$ cat config.mk
export PLATFORM = sky130hd
export DESIGN_NAME = mult_div_unit
export DESIGN_NICKNAME = d
export VERILOG_FILES = /design/src/rtl/mult_div_unit.sv
export SDC_FILE = /design/constraint.sdc
export NUM_CORES = 1
export LEC_CHECK = 0
export CORE_UTILIZATION = 40
export CTS_CLUSTER_SIZE = 8
export DETAILED_ROUTE_END_ITERATION = 8
export HOLD_SLACK_MARGIN = 0.08
export PLACE_DENSITY_LB_ADDON = 0.2
export SLEW_MARGIN = 5
export SYNTH_ARGS = -nofsm -noshare
export SYNTH_HDL_FRONTEND = slang
export SYNTH_SLANG_ARGS = --single-unit
$ cat constraint.sdc
create_clock -name clk -period 7.68 [get_ports clk]
set_input_delay 1.536 -clock clk [delete_from_list [all_inputs] [get_ports clk]]
set_output_delay 1.536 -clock clk [all_outputs]
set_load 0.05 [all_outputs]
$ cat src/rtl/mult_div_unit.sv
// Iterative HI/LO multiply/divide unit: one shift-add or restoring-divide step per cycle,
// followed by a sign-correction cycle that writes the result into HI/LO.
module mult_div_unit #(
  parameter int WIDTH = 32
) (
  input  logic             clk,
  input  logic             reset,
  input  logic             start,
  input  logic [1:0]       op,
  input  logic [WIDTH-1:0] A,
  input  logic [WIDTH-1:0] B,
  input  logic             hi_we,
  input  logic             lo_we,
  input  logic [WIDTH-1:0] wdata,
  output logic             busy,
  output logic             done,
  output logic [WIDTH-1:0] hi,
  output logic [WIDTH-1:0] lo
);

  localparam int CW = $clog2(WIDTH);

  typedef enum logic [1:0] {
    IDLE = 2'd0,
    RUN  = 2'd1,
    FIX  = 2'd2
  } state_t;

  state_t             state_q, state_d;
  logic [CW-1:0]      cnt_q, cnt_d;
  logic               isDiv_q, isDiv_d;
  logic               negRes_q, negRes_d;
  logic               negRem_q, negRem_d;
  logic               divZero_q, divZero_d;
  logic [WIDTH-1:0]   opnd_q, opnd_d;
  logic [WIDTH-1:0]   aOrig_q, aOrig_d;
  logic [2*WIDTH-1:0] acc_q, acc_d;
  logic [WIDTH-1:0]   hi_q, hi_d;
  logic [WIDTH-1:0]   lo_q, lo_d;
  logic               done_q, done_d;

  logic               aNeg, bNeg;
  logic [WIDTH-1:0]   absA, absB;
  logic [WIDTH:0]     mulSum;
  logic [2*WIDTH-1:0] mulNext;
  logic [WIDTH:0]     divTrial;
  logic [2*WIDTH-1:0] divNext;
  logic [2*WIDTH-1:0] prodFix;
  logic [WIDTH-1:0]   quot, rem;

  // Magnitudes of the operands; op[0]=1 selects the unsigned variants.
  always_comb begin
    aNeg = ~op[0] & A[WIDTH-1];
    bNeg = ~op[0] & B[WIDTH-1];
    absA = aNeg ? -A : A;
    absB = bNeg ? -B : B;
  end

  // acc holds {partial product, multiplier} or {remainder, dividend/quotient}.
  always_comb begin
    mulSum   = {1'b0, acc_q[2*WIDTH-1:WIDTH]} + (acc_q[0] ? {1'b0, opnd_q} : '0);
    mulNext  = {mulSum, acc_q[WIDTH-1:1]};
    divTrial = acc_q[2*WIDTH-1:WIDTH-1] - {1'b0, opnd_q};
    divNext  = divTrial[WIDTH] ? {acc_q[2*WIDTH-2:0], 1'b0}
                               : {divTrial[WIDTH-1:0], acc_q[WIDTH-2:0], 1'b1};
    prodFix  = negRes_q ? -acc_q : acc_q;
    quot     = acc_q[WIDTH-1:0];
    rem      = acc_q[2*WIDTH-1:WIDTH];
  end

  always_comb begin
    state_d   = state_q;
    cnt_d     = cnt_q;
    isDiv_d   = isDiv_q;
    negRes_d  = negRes_q;
    negRem_d  = negRem_q;
    divZero_d = divZero_q;
    opnd_d    = opnd_q;
    aOrig_d   = aOrig_q;
    acc_d     = acc_q;
    hi_d      = hi_q;
    lo_d      = lo_q;
    done_d    = 1'b0;

    case (state_q)
      IDLE: begin
        if (hi_we) hi_d = wdata;
        if (lo_we) lo_d = wdata;
        if (start) begin
          state_d   = RUN;
          cnt_d     = '0;
          isDiv_d   = op[1];
          negRes_d  = aNeg ^ bNeg;
          negRem_d  = aNeg;
          divZero_d = (B == '0);
          opnd_d    = absB;
          aOrig_d   = A;
          acc_d     = {{WIDTH{1'b0}}, absA};
        end
      end
      RUN: begin
        acc_d = isDiv_q ? divNext : mulNext;
        cnt_d = cnt_q + CW'(1);
        if (cnt_q == CW'(WIDTH-1)) state_d = FIX;
      end
      FIX: begin
        // Most-negative / -1 needs no special case: |A|/1 negated zero times gives A back.
        if (!isDiv_q) begin
          {hi_d, lo_d} = prodFix;
        end else if (divZero_q) begin
          lo_d = '1;
          hi_d = aOrig_q;
        end else begin
          lo_d = negRes_q ? -quot : quot;
          hi_d = negRem_q ? -rem : rem;
        end
        done_d  = 1'b1;
        state_d = IDLE;
      end
      default: state_d = IDLE;
    endcase
  end

  always_ff @(posedge clk or posedge reset) begin
    if (reset) begin
      state_q   <= IDLE;
      cnt_q     <= '0;
      isDiv_q   <= 1'b0;
      negRes_q  <= 1'b0;
      negRem_q  <= 1'b0;
      divZero_q <= 1'b0;
      opnd_q    <= '0;
      aOrig_q   <= '0;
      acc_q     <= '0;
      hi_q      <= '0;
      lo_q      <= '0;
      done_q    <= 1'b0;
    end else begin
      state_q   <= state_d;
      cnt_q     <= cnt_d;
      isDiv_q   <= isDiv_d;
      negRes_q  <= negRes_d;
      negRem_q  <= negRem_d;
      divZero_q <= divZero_d;
      opnd_q    <= opnd_d;
      aOrig_q   <= aOrig_d;
      acc_q     <= acc_d;
      hi_q      <= hi_d;
      lo_q      <= lo_d;
      done_q    <= done_d;
    end
  end

  assign busy = (state_q != IDLE);
  assign done = done_q;
  assign hi   = hi_q;
  assign lo   = lo_q;

endmodule
==> results.cfg <==
[run_status]
status = complete, no violations

[floorplanning]
initial_core_util = 0.410
die_area_sq_mm = 0.0408
row_count = 72
core_area_sq_mm = 0.0391
die_h_um = 202
ios = 169
die_w_um = 202

[timing]
relSlewSlack = 0.189
worst_pin_slew_ns = 1.21
fin_hold_ws_ns = 0.473
setup_viol = 0
drv_slew = 0
hold_viol_final = 0
post-route-min-period_ns = 4.59
tns_ns = 0
max_freq_ghz = 0.218
layout_worst_path_cycle_share = 0.598
grt_setup_unrepaired = false
layout_setup_ws_ns = 3.09
worst_clock_skew_ns = 0.0166

[drt]
antenna_left = 0
finalWirelength_um = 55000
wl_per_cell_um = 20.8
dr.pass1.iters = 8
viasPerCell = 5.89
drt_iter0_drc = 1294
vias = 15600
route.detailed.drc = 0

[clock_network]
cts_tree = yes
clock_path_buffers = 3
cts_made_buffers = 29
clk_latency_ns = 0.58
clock_sinks = 204
post_cts_resized = 0
htreeDepth = 1
cts_setup_buffers = 0
cts_hold_buf = 0
path_clk_slew_ns = 0.05
cts_root_buffer = clkbuf_16

[pwr]
power_frac_comb = 0.614
ir_drop_uv = 278
pwr-share-clk = 0.128
power_mw = 9.17
p_int_mw = 4.49
power.density_mw_per_mm2 = 489
seqPwrFrac = 0.258
p_sw_mw = 4.67
leakagePower_nw = 7.72
sw_frac_of_total = 0.510

[worst_hold_path]
hold_class = reg -> reg

[grt]
grt_overflow = 0
grt_pass1_wl_um = 85500
grt_pass1_vias = 14600
antenna_found_initial = 1
grt_max_degree = 90
grt_usage = 0.266

[logic_synthesis]
syn-num-nets = 2228
yosys_register_bits = 204
synth_top_area_cell = dfrtp_1
synth_seq_area_share = 0.319
synth_top_area_share = 0.319
synth-async-reset-ratio = 1.00
synth_warnings = 0
synth.distinct_cells = 75
yosys_most_used_dff = dfrtp_1
synthCells = 2053
yosysMostFrequentCell = nand2_1
yosys-top-cells-count = nand2_1 (322), o21ai_0 (229), dfrtp_1 (204)
syn_area_sq_mm = 0.0160
synth-edff-count = 0
syn_area_per_cell_sq_um = 7.80
netlist_top_cells_area = dfrtp_1 (32%), nand2_1 (7.5%), o21ai_0 (7.2%), xnor2_1 (5.6%), ha_1 (5.5%)

[layout]
final_util = 0.479
final_layout_size_suffix_gt1_frac = 0.0362
finalInstanceArea_sq_mm = 0.0187
area_delta_synth_final_pct = 17.0
final_cells = 2649
fin_nets = 2301

[placed_design]
dp_slack_ns = 2.57
placedCellCount = 2613
gp_congestion = 0.909
dpl.hpwl_um = 41100
portBuffers = 168
placed_area_sq_mm = 0.0180

[worst_setup_path]
max_stage_delay_ns = 0.66
critPathSlowestCell = nor3b_1
setup.worst_path.end_class = register
path_cells = clkdlybuf4s50_1 > or4_1 > nor4_1 > nor3b_1 > nand3b_1 > nor3_1 > a21oi_1 > xnor2_1 > nand2_1 > o211ai_1 > o21ai_0
path_class = in -> reg
startpoint_type = primary input
path_max_fanout = 5
cp_data_required_time_ns = 8.10
critPathArrivalTime_ns = 5.02

[flow_run]
cap_violations = 0
## cell type report
type / instances / area [sq um]
diodes: 1 / 2.50
clock buffers: 34 / 754
clock inverters: 1 / 20.0
fillers: 3877 / 20400
inverters: 68 / 263
multi-input cells: 1637 / 10100
flip-flops and latches: 204 / 5110
well taps: 518 / 648
repair buffers: 186 / 1820
## cells by family (layout without fill, tap and decap cells)
group | count (synthesis) | in the layout | share of synthesized area
AND/OR/NAND/NOR | 664 | 664 | 0.187
buffers and inverters | 212 | 289 | 0.0508
multiplexers | 45 | 45 | 0.0282
AO/OA/AOI/OAI | 672 | 672 | 0.257
adder cells (fa/ha/maj) | 72 | 72 | 0.0572
other | 0 | 1 | 0
flip-flops | 204 | 204 | 0.319
XOR/XNOR | 184 | 184 | 0.101
## placed cells by master (no fill, tap or decap), types with 30 or more instances in the layout
cell type	n
a21o_1	30
a21oi_1	145
clkdlybuf4s50_1	168
dfrtp_1	202
ha_1	70
inv_1	67
mux2i_1	44
nand2_1	321
nor2_1	148
nor3_1	32
o211ai_1	38
o21ai_0	229
o22ai_1	44
xnor2_1	103
xor2_1	81
## sequential cells by signal, summed over array words and instances, names as in the netlist
register	cells
cnt_q	5
acc_q	64
isDiv_q	1
aOrig_q	32
negRem_q	1
state_q	2
negRes_q	1
done	1
lo	32
opnd_q	32
divZero_q	1
hi	32
## critical path, delay by kind of cell
family / cells / cell delay [ns]
and+or+nand+nor: 6 / 2.43
buffers and inverters: 1 / 0.49
AOI/OAI and AO/OA: 3 / 0.39
xor gates and xnor gates: 1 / 0.17
## power by group through the flow
stage / clock [mW] / sequential [mW] / combinational, mW
after floorplan: 0 / 2.47 / 3.87
final: 1.17 / 2.37 / 5.63
after global placement: 0 / 2.35 / 5.49
after CTS: 1.20 / 2.34 / 5.59
after detailed placement: 0 / 2.36 / 5.57
after global routing: 1.23 / 2.43 / 6.18
## per-layer routing
| layer | up-vias | GRT usage | wire (um) |
|---|---|---|---|
| met2 | 542 | 0.416 | 24400 |
| met4 | 2 | 0.0612 | 1170 |
| met1 | 7526 | 0.386 | 25600 |
| li1 | 7448 | - | - |
| met5 | - | 0 | 9 |
| met3 | 73 | 0.0374 | 3740 |
## path summary, 6_finish.rpt
check                                      from               endpoint  slack [ns]  depth (start not counted)
min in group asynchronous                 reset  opnd_q[6]$_DFFE_PP0P_        1.43                          2
max in group asynchronous                 reset  acc_q[23]$_DFFE_PP0P_        4.86                          3
min                           lo[8]$_DFFE_PP0P_      lo[8]$_DFFE_PP0P_        0.47                          2
max reg2reg                acc_q[0]$_DFFE_PP0P_  acc_q[62]$_DFFE_PP0P_        3.13                         13
min reg2reg                   lo[8]$_DFFE_PP0P_      lo[8]$_DFFE_PP0P_        0.47                          2
max                                        A[7]  acc_q[29]$_DFFE_PP0P_        3.09                         11
No activity file was read; power rests on OpenSTA's default activity.
